===== src/rtl/p405s_icu_pkg.sv =====
// Shared types and constants for the ICU line-fill sequencer.
// Optional parity checking of read beats is enabled by defining ICU_FILL_PARITY_EN.
package p405s_icu_pkg;

    localparam int ICU_LINE_WORDS = 8;
    localparam int ICU_IDX_W      = 3;

    typedef logic [ICU_IDX_W-1:0] icu_off_t;

    typedef enum logic [1:0] {
        IDLE,
        REQ,
        FILL,
        DONE
    } icu_fill_state_e;

    // The data word and its parity bit together must hold an odd number of ones.
    function automatic logic odd_par_ok(input logic [31:0] data, input logic par);
        return ^{data, par};
    endfunction

endpackage


===== src/rtl/p405s_icu_fill_ctr.sv =====
// Beat counter for one line fill.
// Also produces the wrapped line offset of the current beat (start offset + count).
module p405s_icu_fill_ctr #(
    parameter int IDX_W = 3
) (
    input  logic             clk_i,
    input  logic             rst_i,
    input  logic [IDX_W-1:0] start_off_i,
    input  logic             inc_i,
    input  logic             clr_i,
    output logic [IDX_W-1:0] count_o,
    output logic [IDX_W-1:0] offset_o
);

    logic [IDX_W-1:0] count_q;

    // NOTE: sequential state uses non-blocking assignments so every register
    // samples its inputs from before the clock edge.
    always_ff @(posedge clk_i or posedge rst_i) begin
        if (rst_i) begin
            count_q <= '0;
        end else if (clr_i) begin
            count_q <= '0;
        end else if (inc_i) begin
            count_q <= count_q + 1'b1;
        end
    end

    // Adding at IDX_W bits gives the modulo-line wrap for free.
    assign count_o  = count_q;
    assign offset_o = start_off_i + count_q;

endmodule


===== src/rtl/p405s_icu_fill_seq.sv =====
// ICU line-fill sequencer: one PLB line read per miss, wrap-order beats into the ICU data register.
// Define ICU_FILL_PARITY_EN to add the plbRdPar input and per-beat odd-parity checking.
module p405s_icu_fill_seq
    import p405s_icu_pkg::*;
#(
    parameter int LINE_WORDS = ICU_LINE_WORDS,
    parameter int IDX_W      = ICU_IDX_W
) (
    input  logic             CB,
    input  logic             RST,
    input  logic             missValid,
    input  logic [0:29]      missAddr,
    input  logic             cancel,
    output logic             plbReq,
    output logic [0:29]      plbAddr,
    input  logic             plbAck,
    input  logic             plbRdDAck,
    input  logic [0:31]      plbRdData,
`ifdef ICU_FILL_PARITY_EN
    input  logic             plbRdPar,
`endif
    output logic [0:31]      fillD,
    output logic             fillE1,
    output logic [0:IDX_W-1] fillIdx,
    output logic             critVal,
    output logic             lineDone,
    output logic             fillErr,
    output logic             busy
);

    localparam logic [IDX_W-1:0] LAST_CNT = IDX_W'(LINE_WORDS - 1);

    icu_fill_state_e  state_q, state_d;
    logic [0:29]      addr_q, addr_d;
    logic             cancelled_q, cancelled_d;
    logic             perr_q, perr_d;
    logic [0:31]      fill_data_q, fill_data_d;
    logic             fill_e1_q, fill_e1_d;
    logic [IDX_W-1:0] fill_idx_q, fill_idx_d;
    logic             crit_q, crit_d;
    logic             line_done_q, line_done_d;
    logic             fill_err_q, fill_err_d;

    logic             ctr_inc, ctr_clr, par_ok, kill;
    logic [IDX_W-1:0] beat_cnt, beat_off;

    p405s_icu_fill_ctr #(.IDX_W(IDX_W)) u_ctr (
        .clk_i       (CB),
        .rst_i       (RST),
        .start_off_i (addr_q[30-IDX_W:29]),
        .inc_i       (ctr_inc),
        .clr_i       (ctr_clr),
        .count_o     (beat_cnt),
        .offset_o    (beat_off)
    );

`ifdef ICU_FILL_PARITY_EN
    assign par_ok = odd_par_ok(plbRdData, plbRdPar);
`else
    assign par_ok = 1'b1;
`endif

    // A beat arriving together with cancel is already suppressed.
    assign kill = cancelled_q | cancel;

    // NOTE: every signal driven here gets a default first, so no path leaves
    // it unassigned and no latch is inferred.
    always_comb begin
        state_d     = state_q;
        addr_d      = addr_q;
        cancelled_d = cancelled_q;
        perr_d      = perr_q;
        fill_data_d = fill_data_q;
        fill_e1_d   = 1'b0;
        fill_idx_d  = fill_idx_q;
        crit_d      = 1'b0;
        line_done_d = 1'b0;
        fill_err_d  = 1'b0;
        ctr_inc     = 1'b0;
        ctr_clr     = 1'b0;

        case (state_q)
            IDLE: begin
                ctr_clr     = 1'b1;
                cancelled_d = 1'b0;
                perr_d      = 1'b0;
                if (missValid) begin
                    addr_d  = missAddr;
                    state_d = REQ;
                end
            end
            REQ: begin
                if (cancel) cancelled_d = 1'b1;
                if (plbAck) state_d = FILL;
            end
            FILL: begin
                if (cancel) cancelled_d = 1'b1;
                if (plbRdDAck) begin
                    ctr_inc     = 1'b1;
                    fill_data_d = plbRdData;
                    fill_idx_d  = beat_off;
                    fill_e1_d   = ~kill;
                    crit_d      = (beat_cnt == '0) & ~kill & par_ok;
                    perr_d      = perr_q | ~par_ok;
                    if (beat_cnt == LAST_CNT) state_d = DONE;
                end
            end
            DONE: begin
                line_done_d = 1'b1;
                fill_err_d  = cancelled_q | perr_q;
                ctr_clr     = 1'b1;
                state_d     = IDLE;
            end
            default: state_d = IDLE;
        endcase
    end

    always_ff @(posedge CB or posedge RST) begin
        if (RST) begin
            state_q     <= IDLE;
            addr_q      <= '0;
            cancelled_q <= 1'b0;
            perr_q      <= 1'b0;
            fill_data_q <= '0;
            fill_e1_q   <= 1'b0;
            fill_idx_q  <= '0;
            crit_q      <= 1'b0;
            line_done_q <= 1'b0;
            fill_err_q  <= 1'b0;
        end else begin
            state_q     <= state_d;
            addr_q      <= addr_d;
            cancelled_q <= cancelled_d;
            perr_q      <= perr_d;
            fill_data_q <= fill_data_d;
            fill_e1_q   <= fill_e1_d;
            fill_idx_q  <= fill_idx_d;
            crit_q      <= crit_d;
            line_done_q <= line_done_d;
            fill_err_q  <= fill_err_d;
        end
    end

    assign plbReq   = (state_q == REQ);
    assign plbAddr  = addr_q;
    assign fillD    = fill_data_q;
    assign fillE1   = fill_e1_q;
    assign fillIdx  = fill_idx_q;
    assign critVal  = crit_q;
    assign lineDone = line_done_q;
    assign fillErr  = fill_err_q;
    assign busy     = (state_q != IDLE);

endmodule


===== config.mk =====
export PLATFORM = sky130hd
export DESIGN_NAME = p405s_icu_fill_seq
export DESIGN_NICKNAME = d
export VERILOG_FILES = /design/src/rtl/p405s_icu_pkg.sv /design/src/rtl/p405s_icu_fill_ctr.sv /design/src/rtl/p405s_icu_fill_seq.sv
export SDC_FILE = /design/constraint.sdc
export NUM_CORES = 1
export LEC_CHECK = 0
export BUFFER_PORTS_ARGS = -buffer_cell sky130_fd_sc_hd__buf_2
export CAP_MARGIN = 20
export CORE_MARGIN = 2
export CORE_UTILIZATION = 40
export DETAILED_ROUTE_END_ITERATION = 10
export PLACE_DENSITY = 0.78
export SETUP_SLACK_MARGIN = 0.15
export SLEW_MARGIN = 25
export SYNTH_ARGS = -nofsm -noshare
export SYNTH_HDL_FRONTEND = slang
export SYNTH_SLANG_ARGS = --single-unit

===== constraint.sdc =====
create_clock -name CB -period 3.6 [get_ports CB]
set_clock_uncertainty 0.2 [all_clocks]
set_input_delay 0.72 -clock CB [delete_from_list [all_inputs] [get_ports CB]]
set_output_delay 0.72 -clock CB [all_outputs]
set_load 0.03 [all_outputs]

# Yosys cells after proc, flatten, opt, wreduce, memory -nomap -nowiden
# Index checks and enable logic that the tools add are counted.
dict set report classes {
  reduce_logical 11
  shifts 0
  n_mux 18
  div_mod_pow 0
  n_lt_le_gt_ge 0
  bitwise 3
  mul 0
  add_sub_neg 2
  eq_ne 9
}
# cell n
set ops {}
lappend ops {{two-way mux 1 bit} 10}
lappend ops {{two-way mux 2 bit} 4}
lappend ops {{one-hot mux 2 bit (4 select lines)} 1}
lappend ops {{two-way mux 3 bit} 2}
lappend ops {{!= test 2 bit (second input constant)} 3}
lappend ops {{AND reduction 2 bit} 3}
lappend ops {{nonzero test 2 bit} 3}
lappend ops {{== test 2 bit (second input constant)} 2}
lappend ops {{!= test 2 x 1 -> 1 bit (second input constant)} 2}
lappend ops {{AND reduction 4 bit} 1}
lappend ops {{OR reduction 2 bit} 2}
lappend ops {{adder 3 x 1 -> 3 bit (second input constant)} 1}
lappend ops {{adder 3 bit} 1}
lappend ops {{== test 3 bit (second input constant)} 1}
lappend ops {{zero test 3 bit} 1}
lappend ops {{== test 2 x 1 -> 1 bit (second input constant)} 1}
lappend ops {{zero test 2 bit} 1}
lappend ops {{one-hot mux 1 bit (2 select lines)} 1}
lappend ops {{bitwise AND 1 bit} 1}
lappend ops {{NOT 1 bit} 1}
lappend ops {{OR 1 bit} 1}
dict set report word_totals {
  latch_bits 0
  ff_bits 75
  memories 0
  word_cells 53
  input_bits 68
  output_inout_bits 71
  mem_bits_ro 0
  ramBits 0
}

# Longest topological paths before layout
# Gate-level depths: netlist of the first run.
dict set report logic_depth {
  depth_word 5
  ltp_mapped 6
  mapped_depth_nobuf 6
}

# Modules after synthesis
# From an unflattened synthesis of the first run, not the netlist that was laid out.
dict set report unflattened {
  cells_unflattened 187
  hier_area_um2 3076.7
}
# module cells_per_inst seq_area_each_um2 n_inst area_per_inst_um2
set modules_own_cells {}
lappend modules_own_cells {p405s_icu_fill_seq 167 1801.7 1 2867.8}
lappend modules_own_cells {p405s_icu_fill_ctr 20 75.1 1 209.0}

# Worst setup path after synthesis of the first run
# Ideal clock, no wire load.
dict set report synth_path {
  kind {reg-to-output}
  startpoint {register state_q[0]}
  endpoint {output port busy}
  slack_ps 1791
  arrival_time_ps 889
  n_path_buf 0
  required_ps 2680
  path_stages_with_launch 4
  cell_sequence {dfrtp_1 > inv_1 > ha_1 > inv_1}
}
dict set report synth_via {
  elab_chain_len 1
}
# item line_no
set synth_rtl {}
lappend synth_rtl {{start: declaration} p405s_icu_fill_seq.sv:33} ;# icu_fill_state_e state_q, state_d;
lappend synth_rtl {{start signal: assignment} p405s_icu_fill_seq.sv:131} ;# state_q <= state_d;
lappend synth_rtl {{nonzero test 2 bit} p405s_icu_fill_seq.sv:152} ;# assign busy = (state_q != IDLE);
lappend synth_rtl {{end: declaration} p405s_icu_fill_seq.sv:28} ;# output logic busy
# No other way between the ends.

# Worst setup path in the final report of the first run
# Same ends and word-level chain as after synthesis.

==> results of run 1 <==
## routing by layer
metal	vias up	global-route usage (%)	part of all wire [%]
li1	947	-	-
met1	976	19.3	42
met2	90	25.3	49
met3	8	4.11	7.0
met4	0	7.82	1.5
met5	-	0	0
## cell usage in the layout, fill, tap and decap left out, types with 2 or more instances in the layout
cell | Yosys | layout
buf_4 | 0 | 2
nor2_1 | 2 | 2
mux2_2 | 63 | 63
buf_2 | 7 | 138
bufinv_16 | 0 | 2
nand2_1 | 7 | 7
clkbuf_8 | 0 | 11
nand3_1 | 2 | 2
ha_1 | 9 | 9
a21oi_1 | 4 | 4
o21ai_0 | 2 | 2
inv_1 | 11 | 10
dfrtp_1 | 75 | 75
xnor2_1 | 3 | 3
## area by class of cell
cell class	count	area, um^2
Clock buffer	12	155
Clock inverter	4	72.6
Fill cell	632	3220
Inverter	11	41.3
Multi-Input combinational cell	100	998
Sequential cell	75	1880
Tap cell	99	124
Timing Repair Buffer	141	726
## critical path: cells and delay by family, from the launching register on
family | cells | cell delay (ns)
fa+ha+maj | 1 | 0.27
buf+inv | 3 | 0.35
flops | 1 | 0.42
## cell families (layout without fill, tap and decap cells)
logic type / count (synthesis) / after routing / synth area share (%)
simple gates: 14 / 14 / 2.16
fa+ha+maj: 10 / 10 / 4.49
compound gates: 9 / 9 / 1.91
flops: 75 / 75 / 63.6
xor+xnor: 3 / 3 / 0.890
buf+inv: 18 / 168 / 2.59
mux: 64 / 64 / 24.4
## synthesized netlist by cell type (all sizes together)
cell type / instances
a21oi: 4
a222oi: 1
a22oi: 1
a2bb2oi: 1
and2: 1
and3b: 1
buf: 7
dfrtp: 75
fa: 1
ha: 9
inv: 11
mux2: 63
mux2i: 1
nand2: 7
nand3: 2
nor2: 2
nor3: 1
o21ai: 2
xnor2: 3
## power groups by stage
stage / clock (mW) / combinational (mW) / sequential [mW]
floorplan: 0 / 0.694 / 2.24
global placement: 0 / 2.01 / 1.45
detailed placement: 0 / 2.05 / 1.47
CTS: 0.746 / 2.05 / 1.46
global route: 0.791 / 2.16 / 1.52
finish: 0.721 / 2.02 / 1.46
## state kept, by name (all words and copies together) (netlist names)
signal,cells
cancelled_q,1
critVal,1
fillD,32
fillE1,1
fillErr,1
fillIdx,3
lineDone,1
plbAddr,30
state_q,2
u_ctr.count_o,3
## metrics by stage
stage,total power [mW],utilization [%]
3_5_place_dp,3.52,52.2
6_report,4.20,55.4
2_1_floorplan,2.93,-
5_1_grt,4.47,55.4
4_1_cts,4.26,55.4
3_3_place_gp,3.46,52.2
## how the worst min path moves through the flow
stage / endpoint / depth (start not counted)
after floorplan: fillE1$_DFF_PP0_ / 1
after global placement: fillE1$_DFF_PP0_ / 1
after detailed placement: fillE1$_DFF_PP0_ / 1
after CTS: fillE1$_DFF_PP0_ / 1
after global routing: fillE1$_DFF_PP0_ / 1
final: fillD[31]$_DFFE_PP0P_ / 2
==> run_results.csv, run 1 <==
group,metric,value,unit
synthesis,yosys-top-cells-area,"dfrtp_1 (64%), mux2_2 (24%), ha_1 (3.8%), inv_1 (1.4%), buf_2 (1.2%)",
floorplanning,core,7210,um^2
setup_path,end_kind,"output port",
finish,final_nets,416,
clocking,cts_hold_buf,0,
clocking,post_cts_resized,0,
power,pwr-share-seq,34.7,%
power,power.clock.fraction,17.2,%
setup_path,critical_path.endpoint,"busy",
setup_path,startpoint,"state_q[0]$_DFFE_PP0P_",
sta,setup_tns,0,ns
grt,grt_pass1_wl,10.1,mm
detailed_routing,via_per_inst,4.57,
sta,tightest_slew,0.654,ns
place,dp_slack,1.53,ns
sta,fin_crit_sh,63.7,%
synthesis,synth_top_area_share,63.6,%
power,leakagePower,2.03,nW
synthesis,synth_area,2950,um^2
setup_path,path_class,"register to output port",
detailed_routing,wl_per_cell,13.2,um
setup_path,crit_path_max_incr_delay,0.42,ns
power,p_sw,1.78,mW
detailed_routing,vias,2021,
finish,stdcell_area,3990,um^2
sta,fmax,436,MHz
setup_path,cp_common_cell,"inv_1",
grt,grt_usage,15.6,%
clocking,clkTransAtPathRegs,0.08,ns
finish,areaGrowthSynthToFinish,35.3,%
floorplanning,pin_count,139,
sta,fin_crit,2.29,ns
grt,gr-total-overflow,0,
grt,grt_start_max_net_pins,46,
setup_path,r2r_start,"state_q[0]$_DFFE_PP0P_",
clocking,postCtsSetupBuffers,0,
sta,relSlewSlack,56.3,%
place,place_congestion,0.717,
setup_path,reg2regPathDepth,5,
place,placed_cells,426,
sta,final_max_slew_viol_count,0,
place,dp_hpwl,4.24,mm
setup_path,r2r_end,"fillD[29]$_DFFE_PP0P_",
power,power_frac_comb,48.2,%
job,maxCapViolCount,0,
power,p_int,2.43,mW
synthesis,yosys_register_bits,75,
run_status,status,"finished clean",
floorplanning,dieArea,8080,um^2
power,power_switching_share,42.2,%
synthesis,synth_cells,193,
finish,instances_no_fill,442,
power,power_density,1050,nW/um^2
clocking,htree_levels,3,
setup_path,crit_chain,"inv_1, ha_1, inv_1, buf_2",
place,port-buffer-count,138,
finish,drive_gt1_share,64.1,%
clocking,clock-sinks,75,
synthesis,synth_top_cell_by_area,"dfrtp_1",
synthesis,synth_area_per_cell,15.3,um^2
grt,antenna_found_initial,0,
detailed_routing,drc,0,
min_path,hp-class,"input pin to async pin",
floorplanning,die_x,89.9,um
setup_path,worst_ep_required_time,2.68,ns
synthesis,ys_warn_count,0,
setup_path,worstPathMaxFanout,5,
sta,setup_viol,0,
sta,hold_slack,0.268,ns
clocking,clock_path_buffers,2,
floorplanning,start_util,40.9,%
synthesis,synth_fp_nets,271,
clocking,cts_tree,"built",
clocking,numCtsBuffers,9,
synthesis,netlist-cell-type-count,19,
synthesis,ys_seq_area_share,63.6,%
place,placed_area,3770,um^2
clocking,clockRootBuffer,"clkbuf_8",
detailed_routing,dr.pass1.iters,4,
setup_path,r2r_slack,1.58,ns
detailed_routing,drt-total-wl,5.83,mm
floorplanning,num_rows,31,
floorplanning,die_h,89.9,um
sta,finalHoldViolations,0,
detailed_routing,final_antenna_net_count,0,
setup_path,worstSetupStartpointType,"register",
detailed_routing,drtIter0Drc,79,
sta,setup_ws,1.31,ns
clocking,clock_latency,0.33,ns
setup_path,arrival,1.37,ns
sta,rsz0062_at_grt,"false",
power,ir_drop,0.500,mV
setup_path,critPathSlowestCell,"dfrtp_1",
grt,grt_pass1_vias,2155,
finish,diodes,0,
Note: power is estimated with default switching activity, not from simulation.
==> run 2: changes to the inputs <==
Clock period 3.6 ns to 2.2 ns, I/O delays scaled along.
==> run 2 against run 1 <==
Final area grew 0.91%. Setup slack lost 1.1 ns. Via count grew 0.25%. Cell count grew 0.68%. Non-clock buffer count grew 4. Core utilization grew 0.50 points. Sequential cell count is the same. Highest routed layer unchanged.
==> run_results.csv, run 2 (same netlist as run 1, synthesis figures left out) <==
group,metric,value,unit
run_status,status,"finished clean",
power,power.clock.fraction,14.5,%
finish,areaGrowthSynthToFinish,36.5,%
place,port-buffer-count,138,
finish,final_cell_mix,"buf_2 (137), dfrtp_1 (75), mux2_2 (63), inv_1 (10), clkbuf_8 (9)",
finish,fin_util,55.9,%
power,power_density,1680,nW/um^2
floorplanning,die_h,89.9,um
setup_path,r2r_slack,0.37,ns
clocking,htree_levels,3,
sta,rsz0062_at_grt,"false",
floorplanning,num_rows,31,
setup_path,worst_ep_required_time,1.56,ns
detailed_routing,via_per_inst,4.55,
job,maxCapViolCount,0,
detailed_routing,drtIter0Drc,30,
sta,tightest_slew,0.494,ns
power,ir_drop,0.755,mV
floorplanning,start_util,40.9,%
grt,grt_usage,14.8,%
power,pwr-share-seq,35.3,%
setup_path,startpoint,"state_q[1]$_DFFE_PP0P_",
setup_path,r2r_end,"fillD[13]$_DFFE_PP0P_",
sta,fin_crit,1.99,ns
grt,grt_pass1_vias,2046,
sta,setup_viol,0,
power,power_frac_comb,50.2,%
setup_path,r2r_start,"state_q[0]$_DFFE_PP0P_",
detailed_routing,final_antenna_net_count,0,
finish,mostFrequentLayoutCell,"buf_2",
grt,gr-total-overflow,0,
clocking,postCtsSetupBuffers,0,
setup_path,worstSetupStartpointType,"register",
min_path,hp-class,"input pin to register",
power,leakagePower,2.04,nW
clocking,cts_tree,"built",
floorplanning,core,7210,um^2
clocking,clockRootBuffer,"clkbuf_8",
floorplanning,pin_count,139,
finish,drive_gt1_share,63.9,%
power,p_int,3.84,mW
sta,final_max_slew_viol_count,0,
detailed_routing,drt-total-wl,5.82,mm
detailed_routing,dr.pass1.iters,6,
finish,largest_reg_flops,32,
place,placed_area,3830,um^2
sta,finalHoldViolations,0,
floorplanning,die_x,89.9,um
clocking,clock-sinks,75,
place,place_congestion,0.705,
sta,relSlewSlack,67.0,%
finish,stdcell_area,4030,um^2
place,dp_hpwl,4.31,mm
setup_path,critical_path.endpoint,"plbReq",
clocking,clock_latency,0.34,ns
sta,setup_tns,0,ns
clocking,clkTransAtPathRegs,0.08,ns
power,power_switching_share,43.1,%
setup_path,end_kind,"output port",
setup_path,arrival,1.35,ns
detailed_routing,wl_per_cell,13.1,um
clocking,clock_path_buffers,2,
sta,fmax,502,MHz
setup_path,worstPathMaxFanout,4,
finish,diodes,0,
sta,hold_slack,0.0783,ns
finish,fillerInstances,642,
power,p_sw,2.91,mW
grt,grt_pass1_wl,9.52,mm
detailed_routing,vias,2026,
detailed_routing,drc,0,
finish,final_nets,420,
clocking,numCtsBuffers,9,
setup_path,reg2regPathDepth,5,
sta,fin_crit_sh,90.6,%
floorplanning,dieArea,8080,um^2
setup_path,path_class,"register to output port",
grt,antenna_found_initial,0,
grt,grt_start_max_net_pins,31,
run 2: cell types whose count changed in the layout (fill, tap and decap cells not counted), sizes merged:
cell and change:
buf +2, bufinv -1, clkbuf +1, clkinv +1, dlygate4sd3 +1, inv -1
run 2: layer usage:
layer / vias to the layer above / global-route usage [%] / share of wire (%) / routed length, um
met5: - / 0 / 0 / 0
met4: 0 / 5.77 / 1.4 / 84
met2: 92 / 23.4 / 47 / 2730
met1: 974 / 18.3 / 42 / 2440
met3: 9 / 5.95 / 9.6 / 557
li1: 951 / - / - / -
run 2: timing repair:
action                                  4_1_cts  5_1_grt
endpoints found under the setup margin        0        1
resized for setup                             0        3
endpoints found under the hold margin        18        0
hold buffers                                  1        0
run 2: worst min path at each step:
stage,startpoint,end,cells after the start
after floorplan,cancelled_q$_DFFE_PP0P_,fillE1$_DFF_PP0_,1
after global placement,fillIdx[0]$_DFFE_PP0P_,fillIdx[0]$_DFFE_PP0P_,2
after detailed placement,cancelled_q$_DFFE_PP0P_,fillE1$_DFF_PP0_,1
after CTS,cancel,fillE1$_DFF_PP0_,2
after global routing,cancel,fillE1$_DFF_PP0_,2
final,cancel,fillE1$_DFF_PP0_,2
run 2: cell type report:
class,count,area [um^2],area share (%)
Timing Repair Buffer,145,798,19.8
Clock inverter,3,40.0,0.993
Clock buffer,12,135,3.35
Tap cell,99,124,3.07
Multi-Input combinational cell,100,1010,25.1
Inverter,11,45.0,1.12
Sequential cell,75,1880,46.6
run 2: worst max-delay path, cell delays in order, from the launching register on:
cell,delay [ns]
dfrtp_1,0.41
inv_1,0.17
ha_1,0.22
buf_2,0.22
run 2: power groups by stage:
stage	Combinational, mW	Sequential [mW]	Clock (mW)
after floorplan	1.14	3.66	0
after global placement	3.32	2.38	0
after detailed placement	3.40	2.41	0
after CTS	3.41	2.39	1.02
after global routing	3.60	2.48	1.09
final	3.39	2.39	0.977
run 2: stage by stage:
step | cells | total power [mW] | worst slack, ns
after floorplan | 193 | 4.80 | 0.406
final | 445 | 6.75 | 0.206
after global placement | 429 | 5.70 | 0.471
after global routing | 445 | 7.17 | 0.144
after detailed placement | 429 | 5.81 | 0.427
after CTS | 445 | 6.82 | 0.191
==> run 3: changes to the inputs <==
--- a/config.mk
+++ b/config.mk
@@ -11,5 +11,5 @@
 export CORE_UTILIZATION = 40
 export DETAILED_ROUTE_END_ITERATION = 10
-export PLACE_DENSITY = 0.78
+export PLACE_DENSITY = 0.81
 export SETUP_SLACK_MARGIN = 0.15
 export SLEW_MARGIN = 25
==> constraint.sdc (replaced) <==
create_clock -name CB -period 1.8 [get_ports CB]
set_clock_uncertainty 0.2 [all_clocks]
set_input_delay 0.36 -clock CB [delete_from_list [all_inputs] [get_ports CB]]
set_output_delay 0.36 -clock CB [all_outputs]
set_load 0.02 [all_outputs]
==> run 3 against run 2 <==
First-iteration DRC count up 30%. Critical endpoint is now busy. Count of clock-buffer cells in the layout unchanged. Critical path type unchanged. Setup slack worse by 0.13 ns. Final area up 10%. Wire length up 19%. Global-route usage up 1.9 points. Cell count up 3.6%. Sequential cell count unchanged. Non-clock buffer count up 15. Clock power up 19%.
==> run_results.csv, run 3 (same netlist as run 1, synthesis figures left out) <==
group,metric,value,unit
run_status,status,"finished clean",
floorplanning,die_h,89.9,um
floorplanning,die_x,89.9,um
clocking,clock_latency,0.33,ns
finish,instances_no_fill,461,
floorplanning,pin_count,139,
clocking,cts_tree,"built",
detailed_routing,drtIter0Drc,39,
sta,final_max_slew_viol_count,0,
place,placed_cells,429,
grt,antenna_found_initial,0,
detailed_routing,vias,2115,
clocking,clock-sinks,75,
power,power_density,1920,nW/um^2
setup_path,path_depth,4,
power,total_power,8.51,mW
setup_path,cp_common_cell,"inv_2",
detailed_routing,final_antenna_net_count,0,
finish,largest_reg_flops,32,
finish,mostFrequentLayoutCell,"buf_2",
clocking,clkTransAtPathRegs,0.07,ns
grt,gr-total-overflow,0,
floorplanning,dieArea,8080,um^2
sta,fmax,581,MHz
floorplanning,core,7210,um^2
setup_path,r2r_slack,0.11,ns
detailed_routing,drt-total-wl,6.91,mm
setup_path,arrival,1.16,ns
sta,setup_viol,0,
detailed_routing,via_per_inst,4.59,
setup_path,r2r_start,"u_ctr.count_o[0]$_DFFE_PP0P_",
sta,relSlewSlack,67.4,%
min_path,hp-class,"input pin to register",
setup_path,critPathSlowestCell,"dfrtp_1",
place,dp_hpwl,4.32,mm
detailed_routing,dr.pass1.iters,4,
setup_path,critPathBufInv,3,
floorplanning,start_util,40.9,%
min_path,holdPathEnd,"fillD[11]$_DFFE_PP0P_",
finish,fillerInstances,580,
clocking,htree_levels,3,
detailed_routing,drc,0,
finish,final_nets,435,
setup_path,worstPathMaxFanout,4,
finish,diodes,0,
job,maxCapViolCount,0,
clocking,clockRootBuffer,"clkbuf_8",
sta,fin_crit_sh,95.7,%
sta,setup_tns,0,ns
grt,grt_start_max_net_pins,40,
floorplanning,num_rows,31,
sta,fin_crit,1.72,ns
place,dp_slack,0.0562,ns
setup_path,worstSetupStartpointType,"register",
finish,fin_util,61.6,%
finish,final_cell_mix,"buf_2 (136), dfrtp_1 (74), mux2_2 (33), mux2_4 (30), clkbuf_8 (11)",
detailed_routing,wl_per_cell,15.0,um
setup_path,r2r_end,"state_q[1]$_DFFE_PP0P_",
clocking,clock_path_buffers,2,
setup_path,reg2regPathDepth,6,
setup_path,crit_family,"flip-flops",
setup_path,worst_ep_required_time,1.24,ns
grt,grt_pass1_vias,2197,
sta,finalHoldViolations,0,
grt,grt_usage,16.7,%
sta,setup_ws,0.0775,ns
finish,drive_gt1_share,69.6,%
finish,areaGrowthSynthToFinish,50.5,%
min_path,whs_path_depth,2,
power,ir_drop,0.872,mV
sta,tightest_slew,0.490,ns
setup_path,crit_chain,"inv_2, ha_4, inv_2, buf_6",
setup_path,path_class,"register to output port",
setup_path,crit_path_max_incr_delay,0.40,ns
power,leakagePower,2.32,nW
setup_path,end_kind,"output port",
place,place_congestion,0.790,
clocking,numCtsBuffers,9,
grt,grt_pass1_wl,10.6,mm
min_path,hold_path_startpoint,"plbRdData[11]",
sta,rsz0062_at_grt,"true",
place,port-buffer-count,138,
run 3: cell type report:
| type | instances | area [um^2] | share of cell area [%] |
|---|---|---|---|
| multi-input combinational | 100 | 1210 | 27.2 |
| sequential | 75 | 1880 | 42.3 |
| clock buffer | 12 | 155 | 3.49 |
| clock inverter | 4 | 25.0 | 0.563 |
| inverter | 11 | 45.0 | 1.01 |
| tap | 99 | 124 | 2.79 |
| timing repair buffer | 160 | 1010 | 22.7 |
run 3: what timing repair did:
| action | CTS | global route |
|---|---|---|
| setup endpoints to repair | 71 | 71 |
| hold buffers | 2 | 0 |
| cloned | 3 | 2 |
| setup buffers | 7 | 2 |
| resized for setup | 24 | 35 |
| pin swaps | 3 | 7 |
| hold endpoints to repair | 76 | 0 |
run 3: how the worst max path moves through the flow:
stage,startpoint,to
after floorplan,state_q[0]$_DFFE_PP0P_,fillD[10]$_DFFE_PP0P_
after global placement,u_ctr.count_o[0]$_DFFE_PP0P_,state_q[1]$_DFFE_PP0P_
after detailed placement,state_q[0]$_DFFE_PP0P_,fillD[24]$_DFFE_PP0P_
after CTS,state_q[0]$_DFFE_PP0P_,plbReq
after global routing,u_ctr.count_o[0]$_DFFE_PP0P_,state_q[1]$_DFFE_PP0P_
final,state_q[1]$_DFFE_PP0P_,busy
run 3: metrics by stage:
step	hold WS, ns	cell area, um^2
after floorplan	0.232	2970
after global placement	0.258	3820
after detailed placement	0.269	3820
after CTS	0.0343	4250
after global routing	0.0283	4440
final	0.0507	4440
run 3: power breakdown:
group	switching (mW)	total (mW)	leakage, nW	internal (mW)
registers	0.426	2.94	0.899	2.51
clock network	0.589	1.16	0.0884	0.572
logic	2.23	4.41	1.33	2.18
run 3: per-layer routing:
metal	track usage, %	up-vias	routed length [um]
met5	0	-	0
met4	4.62	0	48
met3	5.95	6	457
met2	28.3	84	3540
met1	20.3	1039	2870
li1	-	986	-
